File: src/rtl/riscv_pkg.sv
// Shared RV32I control encodings plus the combinational helpers used by the datapath
// (immediate extension and ALU).
package riscv_pkg;

  typedef enum logic [1:0] {RES_ALU = 2'b00, RES_MEM = 2'b01, RES_PC4 = 2'b10} result_src_e;
  typedef enum logic [2:0] {
    ALU_ADD = 3'b000, ALU_SUB = 3'b001, ALU_AND = 3'b010, ALU_OR = 3'b011, ALU_SLT = 3'b101
  } alu_ctl_e;
  typedef enum logic [1:0] {IMM_I = 2'b00, IMM_S = 2'b01, IMM_B = 2'b10, IMM_J = 2'b11} imm_src_e;
  typedef enum logic [1:0] {FWD_REG = 2'b00, FWD_WB = 2'b01, FWD_MEM = 2'b10} fwd_sel_e;

  localparam logic [31:0] NOP = 32'h00000013;

  // Decode-stage control bundle; an all-zero value is a bubble.
  typedef struct packed {
    logic       reg_write;
    logic [1:0] result_src;
    logic       mem_write;
    logic       jump;
    logic       branch;
    logic [2:0] alu_control;
    logic       alu_src;
  } ctrl_t;

  function automatic logic [31:0] extend(input logic [31:7] i, input logic [1:0] src);
    case (src)
      IMM_I:   return {{20{i[31]}}, i[31:20]};
      IMM_S:   return {{20{i[31]}}, i[31:25], i[11:7]};
      IMM_B:   return {{20{i[31]}}, i[7], i[30:25], i[11:8], 1'b0};
      default: return {{12{i[31]}}, i[19:12], i[20], i[30:21], 1'b0};
    endcase
  endfunction

  function automatic logic [31:0] alu(input logic [31:0] a, input logic [31:0] b,
                                      input logic [2:0] ctl);
    case (ctl)
      ALU_ADD: return a + b;
      ALU_SUB: return a - b;
      ALU_AND: return a & b;
      ALU_OR:  return a | b;
      ALU_SLT: return {31'b0, $signed(a) < $signed(b)};
      default: return '0;
    endcase
  endfunction

endpackage

File: src/rtl/pipelined_datapath_hazard.sv
// Hazard unit: EX operand forward selects, load-use stall, and branch/jump flushes.
module hazard_unit
  import riscv_pkg::*;
#(
  parameter bit HAZARD_EN = 1'b1
) (
  input  logic [4:0] rs1_d,
  input  logic [4:0] rs2_d,
  input  logic [4:0] rs1_e,
  input  logic [4:0] rs2_e,
  input  logic [4:0] rd_e,
  input  logic [4:0] rd_m,
  input  logic [4:0] rd_w,
  input  logic       load_e,
  input  logic       reg_write_m,
  input  logic       reg_write_w,
  input  logic       pc_src_e,
  output logic [1:0] fwd_a,
  output logic [1:0] fwd_b,
  output logic       stall_f,
  output logic       stall_d,
  output logic       flush_d,
  output logic       flush_e
);

  logic lw_stall;

  // The younger producer (MEM) wins over WB; x0 is never forwarded.
  function automatic logic [1:0] pick(input logic [4:0] rs, input logic wm, input logic [4:0] rdm,
                                      input logic ww, input logic [4:0] rdw);
    if (rs == 5'd0)          return FWD_REG;
    if (wm && rdm == rs)     return FWD_MEM;
    if (ww && rdw == rs)     return FWD_WB;
    return FWD_REG;
  endfunction

  always_comb begin
    fwd_a = FWD_REG;
    fwd_b = FWD_REG;
    if (HAZARD_EN) begin
      fwd_a = pick(rs1_e, reg_write_m, rd_m, reg_write_w, rd_w);
      fwd_b = pick(rs2_e, reg_write_m, rd_m, reg_write_w, rd_w);
    end
  end

  assign lw_stall = HAZARD_EN && load_e && (rd_e != 5'd0) && (rd_e == rs1_d || rd_e == rs2_d);
  assign stall_f  = lw_stall;
  assign stall_d  = lw_stall;
  assign flush_d  = pc_src_e;
  assign flush_e  = lw_stall | pc_src_e;

endmodule

File: src/rtl/pipelined_datapath.sv
// Five-stage RV32I datapath (IF/ID/EX/MEM/WB) with forwarding, load-use stall and
// branch/jump flush; the external controller decodes InstrD.
module pipelined_datapath
  import riscv_pkg::*;
#(
  parameter int              XLEN      = 32,
  parameter logic [XLEN-1:0] RESET_PC  = '0,
  parameter bit              HAZARD_EN = 1'b1
) (
  input  logic            clk,
  input  logic            reset,
  output logic [XLEN-1:0] PCF,
  input  logic [31:0]     InstrF,
  output logic [31:0]     InstrD,
  input  logic            RegWriteD,
  input  logic [1:0]      ResultSrcD,
  input  logic            MemWriteD,
  input  logic            JumpD,
  input  logic            BranchD,
  input  logic [2:0]      ALUControlD,
  input  logic            ALUSrcD,
  input  logic [1:0]      ImmSrcD,
  output logic            MemWriteM,
  output logic [XLEN-1:0] ALUResultM,
  output logic [XLEN-1:0] WriteDataM,
  input  logic [XLEN-1:0] ReadDataM
);

  typedef struct packed {
    logic [31:0]     instr;
    logic [XLEN-1:0] pc;
    logic [XLEN-1:0] pc_plus4;
  } if_id_t;

  typedef struct packed {
    ctrl_t           ctrl;
    logic [XLEN-1:0] rd1;
    logic [XLEN-1:0] rd2;
    logic [XLEN-1:0] pc;
    logic [XLEN-1:0] pc_plus4;
    logic [XLEN-1:0] imm;
    logic [4:0]      rs1;
    logic [4:0]      rs2;
    logic [4:0]      rd;
  } id_ex_t;

  typedef struct packed {
    logic            reg_write;
    logic [1:0]      result_src;
    logic            mem_write;
    logic [XLEN-1:0] alu_result;
    logic [XLEN-1:0] write_data;
    logic [XLEN-1:0] pc_plus4;
    logic [4:0]      rd;
  } ex_mem_t;

  typedef struct packed {
    logic            reg_write;
    logic [1:0]      result_src;
    logic [XLEN-1:0] alu_result;
    logic [XLEN-1:0] read_data;
    logic [XLEN-1:0] pc_plus4;
    logic [4:0]      rd;
  } mem_wb_t;

  if_id_t  d;
  id_ex_t  e;
  ex_mem_t m;
  mem_wb_t w;

  logic [XLEN-1:0] rf [32];
  logic [XLEN-1:0] pc_plus4_f, rd1_d, rd2_d;
  logic [XLEN-1:0] src_a_e, src_b_e, write_data_e, alu_result_e, pc_target_e, result_w;
  logic [4:0]      rs1_d, rs2_d;
  logic [1:0]      fwd_a, fwd_b;
  logic            zero_e, pc_src_e, stall_f, stall_d, flush_d, flush_e;
  ctrl_t           ctrl_d;

  // ---------------- IF ----------------
  assign pc_plus4_f = PCF + XLEN'(4);

  always_ff @(posedge clk or posedge reset)
    if (reset)          PCF <= RESET_PC;
    else if (pc_src_e)  PCF <= pc_target_e;
    else if (!stall_f)  PCF <= pc_plus4_f;

  always_ff @(posedge clk or posedge reset)
    if (reset)         d <= '0;
    else if (flush_d)  d <= '0;
    else if (!stall_d) d <= '{instr: InstrF, pc: PCF, pc_plus4: pc_plus4_f};

  // ---------------- ID ----------------
  assign InstrD = d.instr;
  assign rs1_d  = d.instr[19:15];
  assign rs2_d  = d.instr[24:20];
  assign ctrl_d = {RegWriteD, ResultSrcD, MemWriteD, JumpD, BranchD, ALUControlD, ALUSrcD};

  // Write-through so a WB write is visible to the instruction reading in the same cycle.
  always_comb begin
    rd1_d = rf[rs1_d];
    rd2_d = rf[rs2_d];
    if (w.reg_write && w.rd != 5'd0 && w.rd == rs1_d) rd1_d = result_w;
    if (w.reg_write && w.rd != 5'd0 && w.rd == rs2_d) rd2_d = result_w;
  end

  always_ff @(posedge clk or posedge reset)
    if (reset)                           for (int i = 0; i < 32; i++) rf[i] <= '0;
    else if (w.reg_write && w.rd != 5'd0) rf[w.rd] <= result_w;

  always_ff @(posedge clk or posedge reset)
    if (reset)        e <= '0;
    else if (flush_e) e <= '0;
    else              e <= '{ctrl: ctrl_d, rd1: rd1_d, rd2: rd2_d, pc: d.pc, pc_plus4: d.pc_plus4,
                             imm: extend(d.instr[31:7], ImmSrcD), rs1: rs1_d, rs2: rs2_d,
                             rd: d.instr[11:7]};

  // ---------------- EX ----------------
  always_comb begin
    case (fwd_a)
      FWD_MEM: src_a_e = m.alu_result;
      FWD_WB:  src_a_e = result_w;
      default: src_a_e = e.rd1;
    endcase
    case (fwd_b)
      FWD_MEM: write_data_e = m.alu_result;
      FWD_WB:  write_data_e = result_w;
      default: write_data_e = e.rd2;
    endcase
  end

  assign src_b_e      = e.ctrl.alu_src ? e.imm : write_data_e;
  assign alu_result_e = alu(src_a_e, src_b_e, e.ctrl.alu_control);
  assign zero_e       = (alu_result_e == '0);
  assign pc_target_e  = e.pc + e.imm;
  assign pc_src_e     = (e.ctrl.branch & zero_e) | e.ctrl.jump;

  always_ff @(posedge clk or posedge reset)
    if (reset) m <= '0;
    else       m <= '{reg_write: e.ctrl.reg_write, result_src: e.ctrl.result_src,
                      mem_write: e.ctrl.mem_write, alu_result: alu_result_e,
                      write_data: write_data_e, pc_plus4: e.pc_plus4, rd: e.rd};

  // ---------------- MEM ----------------
  assign MemWriteM  = m.mem_write;
  assign ALUResultM = m.alu_result;
  assign WriteDataM = m.write_data;

  always_ff @(posedge clk or posedge reset)
    if (reset) w <= '0;
    else       w <= '{reg_write: m.reg_write, result_src: m.result_src, alu_result: m.alu_result,
                      read_data: ReadDataM, pc_plus4: m.pc_plus4, rd: m.rd};

  // ---------------- WB ----------------
  always_comb begin
    case (w.result_src)
      RES_MEM: result_w = w.read_data;
      RES_PC4: result_w = w.pc_plus4;
      default: result_w = w.alu_result;
    endcase
  end

  hazard_unit #(.HAZARD_EN(HAZARD_EN)) u_hazard (
    .rs1_d       (rs1_d),
    .rs2_d       (rs2_d),
    .rs1_e       (e.rs1),
    .rs2_e       (e.rs2),
    .rd_e        (e.rd),
    .rd_m        (m.rd),
    .rd_w        (w.rd),
    .load_e      (e.ctrl.result_src == RES_MEM),
    .reg_write_m (m.reg_write),
    .reg_write_w (w.reg_write),
    .pc_src_e    (pc_src_e),
    .fwd_a       (fwd_a),
    .fwd_b       (fwd_b),
    .stall_f     (stall_f),
    .stall_d     (stall_d),
    .flush_d     (flush_d),
    .flush_e     (flush_e)
  );

endmodule

File: config.mk
export PLATFORM = sky130hd
export DESIGN_NAME = pipelined_datapath
export DESIGN_NICKNAME = d
export VERILOG_FILES = /design/src/rtl/riscv_pkg.sv /design/src/rtl/pipelined_datapath_hazard.sv /design/src/rtl/pipelined_datapath.sv
export SDC_FILE = /design/constraint.sdc
export NUM_CORES = 2
export LEC_CHECK = 0
export BUFFER_PORTS_ARGS = -buffer_cell sky130_fd_sc_hd__buf_2
export CORE_MARGIN = 8
export CORE_UTILIZATION = 57
export DETAILED_ROUTE_END_ITERATION = 10
export PLACE_DENSITY = 0.88
export SLEW_MARGIN = 25
export SYNTH_ARGS = -nofsm -noshare
export SYNTH_HDL_FRONTEND = slang
export SYNTH_SLANG_ARGS = --single-unit
File: constraint.sdc
create_clock -name clk -period 49.4 [get_ports clk]
set_clock_uncertainty 0.15 [all_clocks]
set_input_delay 4.94 -clock clk [delete_from_list [all_inputs] [get_ports clk]]
set_output_delay 4.94 -clock clk [all_outputs]
set_load 0.05 [all_outputs]
; Word-level counts from Yosys, hierarchy flattened
; Index checks and enable logic that the tools add are counted.
; W data, S select, Z words.
[op_classes]
n_bitwise = 8
magnitude_cmp = 5
addsub = 4
reduce_logical = 18
n_mux = 46
eq_ne = 22
[ops]
columns = operator, count
row1 = $bwmux W1024, 1
row2 = $bmux W32 S5, 2
row3 = $mux W32, 10
row4 = $mux W96, 2
row5 = $pmux W32 S2, 3
row6 = $mux W185, 1
row7 = $demux W32 S5, 1
row8 = $pmux W32 S5, 1
row9 = $add A32 B32 Y32, 2
row10 = $pmux W20 S3, 1
row11 = $eq A5 B5 Y1, 8
row12 = $add A32 B3 Y32 const B, 1
row13 = $and A32 B32 Y32, 1
row14 = $logic_not A32 Y1, 1
row15 = $lt A32 B32 Y1, 1
row16 = $or A32 B32 Y32, 1
row17 = $sub A32 B32 Y32, 1
row18 = $mux W2, 12
row19 = $ge A6 B6 Y1 const B, 3
row20 = $not A5 Y6, 3
row21 = $mux W1, 12
row22 = $eq A2 B1 Y1 const B, 5
row23 = $logic_and A1 B1 Y1, 10
row24 = $logic_not A5 Y1, 2
row25 = 12 further kinds, 18
[totals]
wordCells = 167
register_bits = 1546
out_inout_bits = 129
in_bits = 78

; Depth between registers and ports, before layout
[logic_depth]
word_depth = 19
ltp_mapped = 30
depth_no_buf = 25

; Hierarchy
; From an unflattened synthesis, not the netlist that was laid out.
[hier_totals]
hier_cells = 7088
area_unflattened_um2 = 78617.9
[modules_own_cells]
columns = module, area_per_inst_um2, seq_area_each_um2, n_inst, cells_per_inst
row1 = pipelined_datapath, 78185.0, 38311.7, 1, 7031
row2 = hazard_unit, 432.9, 0.0, 1, 57

; Least setup slack after synthesis
; Ideal clock, no wire load.
[synth_timing]
path_kind = register -> register
from = register w[3] (netlist name)
to = register PCF[0]
required_ns = 49.125
arrival_ns = 6.600
n_path_buf = 5
path_stages_with_launch = 28
synth_period_minus_slack_ns = 6.874
setup_time_ns = 0.125
slack_ns = 42.526
cell_sequence = dfrtp_1 > buf_1 > xnor2_1 > nand2_1 > nor4_1 > ha_1 > clkbuf_1 > buf_1 > a21oi_1 > a21oi_1 > o21ai_0 > ha_1 > inv_1 > fa_1 > a211o_1 > o21ai_0 > mux2i_1 > a31o_2 > o211ai_1 > or4_1 > or4_1 > or4_1 > or4_4 > nor4_4 > a31o_1 > buf_4 > buf_8 > mux2_2
[synth_between]
elab_chain_cells = 17
elab_cells_between_ends = 36
cone_classes = 2 x add/sub / 1 x order compare / 7 x eq/ne / 19 x mux / 4 x bitwise / 3 x reduce/logical
[synth_rtl]
columns = element, line_no
row1 = from (decl), pipelined_datapath.sv:69  ; mem_wb_t w;
row2 = from (signal assigned), pipelined_datapath.sv:150  ; else w <= '{reg_write: m.reg_write, result_src: m.result_src, alu_result: m.alu_result,
row3 = $eq A5 B5 Y1, pipelined_datapath_hazard.sv:33  ; if (ww && rdw == rs) return FWD_WB;
row4 = $logic_and A1 B1 Y1, pipelined_datapath_hazard.sv:33
row5 = $mux W1 (2 in series), pipelined_datapath_hazard.sv:33
row6 = $mux W1, pipelined_datapath_hazard.sv:32  ; if (wm && rdm == rs) return FWD_MEM;
row7 = $mux W2, pipelined_datapath_hazard.sv:34  ; return FWD_REG;
row8 = $mux W2, pipelined_datapath_hazard.sv:33
row9 = $mux W2, pipelined_datapath_hazard.sv:32
row10 = $eq A2 B1 Y1 / $eq A2 B2 Y1 (equally long branches), pipelined_datapath.sv:124  ; case (fwd_b)
row11 = $pmux W32 S2, pipelined_datapath.sv:124
row12 = $mux W32, pipelined_datapath.sv:131  ; assign src_b_e = e.ctrl.alu_src ? e.imm : write_data_e;
row13 = "$sub A32 B32 Y32, or another cell as far along", riscv_pkg.sv:38  ; ALU_SUB: return a - b;
row14 = $pmux W32 S5 *, riscv_pkg.sv:36  ; case (ctl)
row15 = $logic_not A32 Y1 *, pipelined_datapath.sv:133  ; assign zero_e = (alu_result_e == '0);
row16 = $and A1 B1 Y1 *, pipelined_datapath.sv:135  ; assign pc_src_e = (e.ctrl.branch & zero_e) | e.ctrl.jump;
row17 = $or A1 B1 Y1 *, pipelined_datapath.sv:135
row18 = $ne A2 B1 Y1 (no line) / $mux W32 (equally long branches), -
row19 = to (signal assigned), pipelined_datapath.sv:84  ; else if (pc_src_e) PCF <= pc_target_e;
row20 = to (signal assigned), pipelined_datapath.sv:85  ; else if (!stall_f) PCF <= pc_plus4_f;
row21 = to (decl), pipelined_datapath.sv:12  ; output logic [XLEN-1:0] PCF,
; Mark *: on every way between the ends. The rest lies on a longest branch, timed or not. The select of a mux whose other input is x is not followed.
; A chain may end at the register's enable or synchronous reset.

; Worst setup path in the final report
[layout_timing]
from = register m[0] (netlist name)
to = register PCF[14]
[layout_between]
elab_chain_cells = 16
elab_cells_between_ends = 36
cone_classes = 2 x add/sub / 1 x order compare / 7 x eq/ne / 19 x mux / 4 x bitwise / 3 x reduce/logical
[layout_rtl]
columns = element, line_no
row1 = from (decl), pipelined_datapath.sv:68  ; ex_mem_t m;
row2 = from (signal assigned), pipelined_datapath.sv:139  ; else m <= '{reg_write: e.ctrl.reg_write, result_src: e.ctrl.result_src,
row3 = $eq A5 B5 Y1, pipelined_datapath_hazard.sv:32
row4 = $logic_and A1 B1 Y1, pipelined_datapath_hazard.sv:32
row5 = $mux W2, pipelined_datapath_hazard.sv:32
row6 = $mux W2, pipelined_datapath_hazard.sv:33
row7 = $mux W2, pipelined_datapath_hazard.sv:34
row8 = $mux W2, pipelined_datapath_hazard.sv:33
row9 = $mux W2, pipelined_datapath_hazard.sv:32
row10 = $eq A2 B1 Y1 / $eq A2 B2 Y1 (equally long branches), pipelined_datapath.sv:124
row11 = $pmux W32 S2, pipelined_datapath.sv:124
row12 = $mux W32, pipelined_datapath.sv:131
row13 = "$sub A32 B32 Y32, or another cell as far along", riscv_pkg.sv:38
row14 = $pmux W32 S5 *, riscv_pkg.sv:36
row15 = $logic_not A32 Y1 *, pipelined_datapath.sv:133
row16 = $and A1 B1 Y1 *, pipelined_datapath.sv:135
row17 = $or A1 B1 Y1 *, pipelined_datapath.sv:135
row18 = $ne A2 B1 Y1 (no line) / $mux W32 (equally long branches), -
; Marked as above.

==> flow_summary.yaml <==
placement:
  gp_congestion: 0.9744
  pre_cts_slack_ps: 38950
  placed_area_sq_um: 80460
  hpwlAfterDp_mm: 156.4
  portBuffers: 206
worst_setup_path:
  cpMaxStageDelayCell: "ha_2"
  arrival_ps: 10350
  critPathKind: "register to register"
  path_delay_family: "simple AND/OR/NAND/NOR gates"
  reg2reg_from: "m[0]"
  slowest_delay_ps: 870
  critPathRequiredTime_ps: 49990
  crit_top_cell: "or4_1"
  r2r_cells: 26
  start_kind: "register"
  r2r_end: "PCF[14]"
  cp_num_cells: 26
  reg2reg_slack_ps: 39640
  worst-path-buf-inv: 3
  crit_fanout: 74
  endpoint_kind: "register"
global_routing:
  grt_pass1_wl_mm: 394.5
  antenna_found_initial: 9
  overflow: 0
  grt_usage_pct: 33.76
  grt_pass1_vias: 65650
  grt_max_degree: 176
timing:
  fin_crit_ps: 9758
  hold_viol: 0
  slew_headroom_pct: 19.52
  rsz0062_at_grt: "no"
  worst_slew_pin_slew_ps: 1207
  fin_setup_tns_ps: 0
  timing.final.crit_share_pct: 19.75
  layout_setup_ws_ps: 39640
  finalSetupViolCount: 0
  drv_slew: 0
  max_freq_ghz: 0.1025
cts:
  cts_tree: "yes"
  cts_sinks: 1531
  cts.clk_slew.worst_paths_ps: 70
  cts_htree_levels: 4
  numCtsBuffers: 152
  clock_latency_ps: 850
  cts_root_buf: "clkbuf_16"
  ctsResizeCount: 0
  cts_hold_buf: 0
  post_cts_buffers: 0
  clockBufferDepth: 3
synth:
  synth_compound_area_share_pct: 13.20
  synthFlopType: "dfrtp_1"
  synth_simple_gate_area_share_pct: 10.74
  synthArstFlopShare_pct: 100.0
  mappedNetlistArea_sq_um: 79180
  ys_types: 82
  ys_ff_latch: 1531
  seq_area_frac_synth_pct: 48.38
  synth_top_family_by_area: "multiplexers"
  synthAdderAreaFrac_pct: 2.193
  synthMuxAreaShare_pct: 18.84
  syn_nets: 7405
  synthCells: 7190
  ys_warn_count: 0
  synth_xor_area_share_pct: 1.692
  syn_avg_cell_area_sq_um: 11.01
  synth_edf_count: 0
routing:
  vias: 63300
  ant_nets: 0
  first_pass_iters: 7
  avgViaCountPerCell: 7.156
  drc: 0
  wl_per_cell_um: 29.39
  wirelength_mm: 260.0
  initialDrtViolationCount: 9993
floorplan:
  die-area_sq_um: 151100
  die_x_um: 388.7
  core_sq_um: 137700
  rows: 136
  die_h_um: 388.7
  initial_core_util_pct: 57.52
  io_pins: 207
final_layout:
  layout-drive-gt1-share_pct: 19.46
  area_growth_pct: 8.394
  final_nets: 7139
  final_common_cell: "dfrtp_1"
  final_cell_mix: "dfrtp_1 (1,520), nand2_1 (1,321), o21ai_0 (1,089)"
  final_area_sq_um: 85830
job:
  maxCapViolCount: 0
pwr:
  finalPower_w: 0.004062
  ir_drop_mv: 0.03827
  power.density_nw_per_um2: 47.33
  p_leak_nw: 36.92
run_status:
  outcome: "completed"
worst_hold_path:
  hold_path_class: "register to register"
  whs_path_depth: 0
  holdPathEnd: "w[6]"
  hp-start: "m[6]"
## cells in the mapped netlist (all sizes together), types with 6 or more instances
| library cell | n | area [sq um] |
|---|---|---|
| nor3 | 41 | 205.2 |
| dfrtp | 1531 | 38310 |
| nor4 | 14 | 102.6 |
| o211ai | 24 | 180.2 |
| mux4 | 641 | 14440 |
| a2111oi | 67 | 586.8 |
| nand2b | 59 | 369.1 |
| a21o | 39 | 292.8 |
| and3 | 18 | 112.6 |
| ha | 134 | 1677 |
| o22ai | 11 | 68.82 |
| or4 | 11 | 86.33 |
| o21a | 24 | 180.2 |
| xor2 | 68 | 595.6 |
| nor2b | 114 | 713.2 |
| and2 | 97 | 606.8 |
| o311ai | 6 | 52.55 |
| a22oi | 37 | 277.8 |
| a211oi | 114 | 865.8 |
| o31a | 6 | 52.55 |
| o221ai | 7 | 61.31 |
| a31oi | 10 | 62.56 |
| clkbuf | 556 | 2087 |
| a21boi | 11 | 82.58 |
| o31ai | 13 | 97.59 |
| inv | 148 | 555.5 |
| nand4 | 21 | 131.4 |
| a21oi | 280 | 1551 |
| mux2i | 46 | 460.4 |
| xnor2 | 85 | 744.5 |
| a211o | 9 | 78.83 |
| o21ai | 1091 | 5460 |
| buf | 200 | 1276 |
| nor3b | 6 | 45.04 |
| nand2 | 1352 | 5075 |
| nor2 | 163 | 611.8 |
| or2 | 6 | 37.54 |
| nand3 | 53 | 265.3 |
| o21bai | 12 | 90.09 |
## power by group
part           total [W]  internal (W)  switching (W)
sequential       0.00168       0.00146       0.000218
combinational    0.00115      0.000423       0.000731
clock            0.00123      0.000693       0.000536
## kinds of logic after synthesis
logic type | after synthesis
multiplexers | 689
buffers and inverters | 905
XOR/XNOR | 153
adder cells (fa/ha/maj) | 137
AND/OR/NAND/NOR | 1972
AO/OA/AOI/OAI | 1803
flip-flops | 1531
## through the flow
stage	utilization, %	hold slack [ps]	instances
floorplan	-	181.2	7190
global placement	58.43	182.1	8562
detailed placement	58.45	184.7	8562
CTS	62.27	178.6	8839
global route	62.34	190.3	8842
finish	62.35	186.8	8846
## cell type report
cell class	instances	area, sq um
fill	9537	51830
antenna	5	12.51
inverter	149	566.8
timing repair buffer	336	2127
clock buffer	217	4408
clock inverter	60	850.8
multi-input combinational	4754	37270
sequential	1531	38350
tap	1794	2245
## sequential cells by signal, indices dropped and copies added (netlist names), 40 cells and up
register  count
d            62
m            40
w           104
e           172
rf         1024
## routing by layer
metal,track usage [%],share of wire [%],vias up
li1,-,-,25020
met1,41.60,34,31190
met2,50.41,44,5458
met3,11.38,13,1632
met4,23.36,8.6,4
met5,0,0.0096,-
## how the worst max path moves through the flow
| stage | startpoint | end | slack, ps |
|---|---|---|---|
| floorplan | reset | ALUResultM[0] | 1120 |
| global placement | reset | PCF[14] | 39070 |
| detailed placement | reset | PCF[13] | 38950 |
| CTS | m[0] | PCF[14] | 39330 |
| global route | w[3] | PCF[14] | 39220 |
| finish | m[0] | PCF[14] | 39640 |
(Power assumes the default switching activity.)
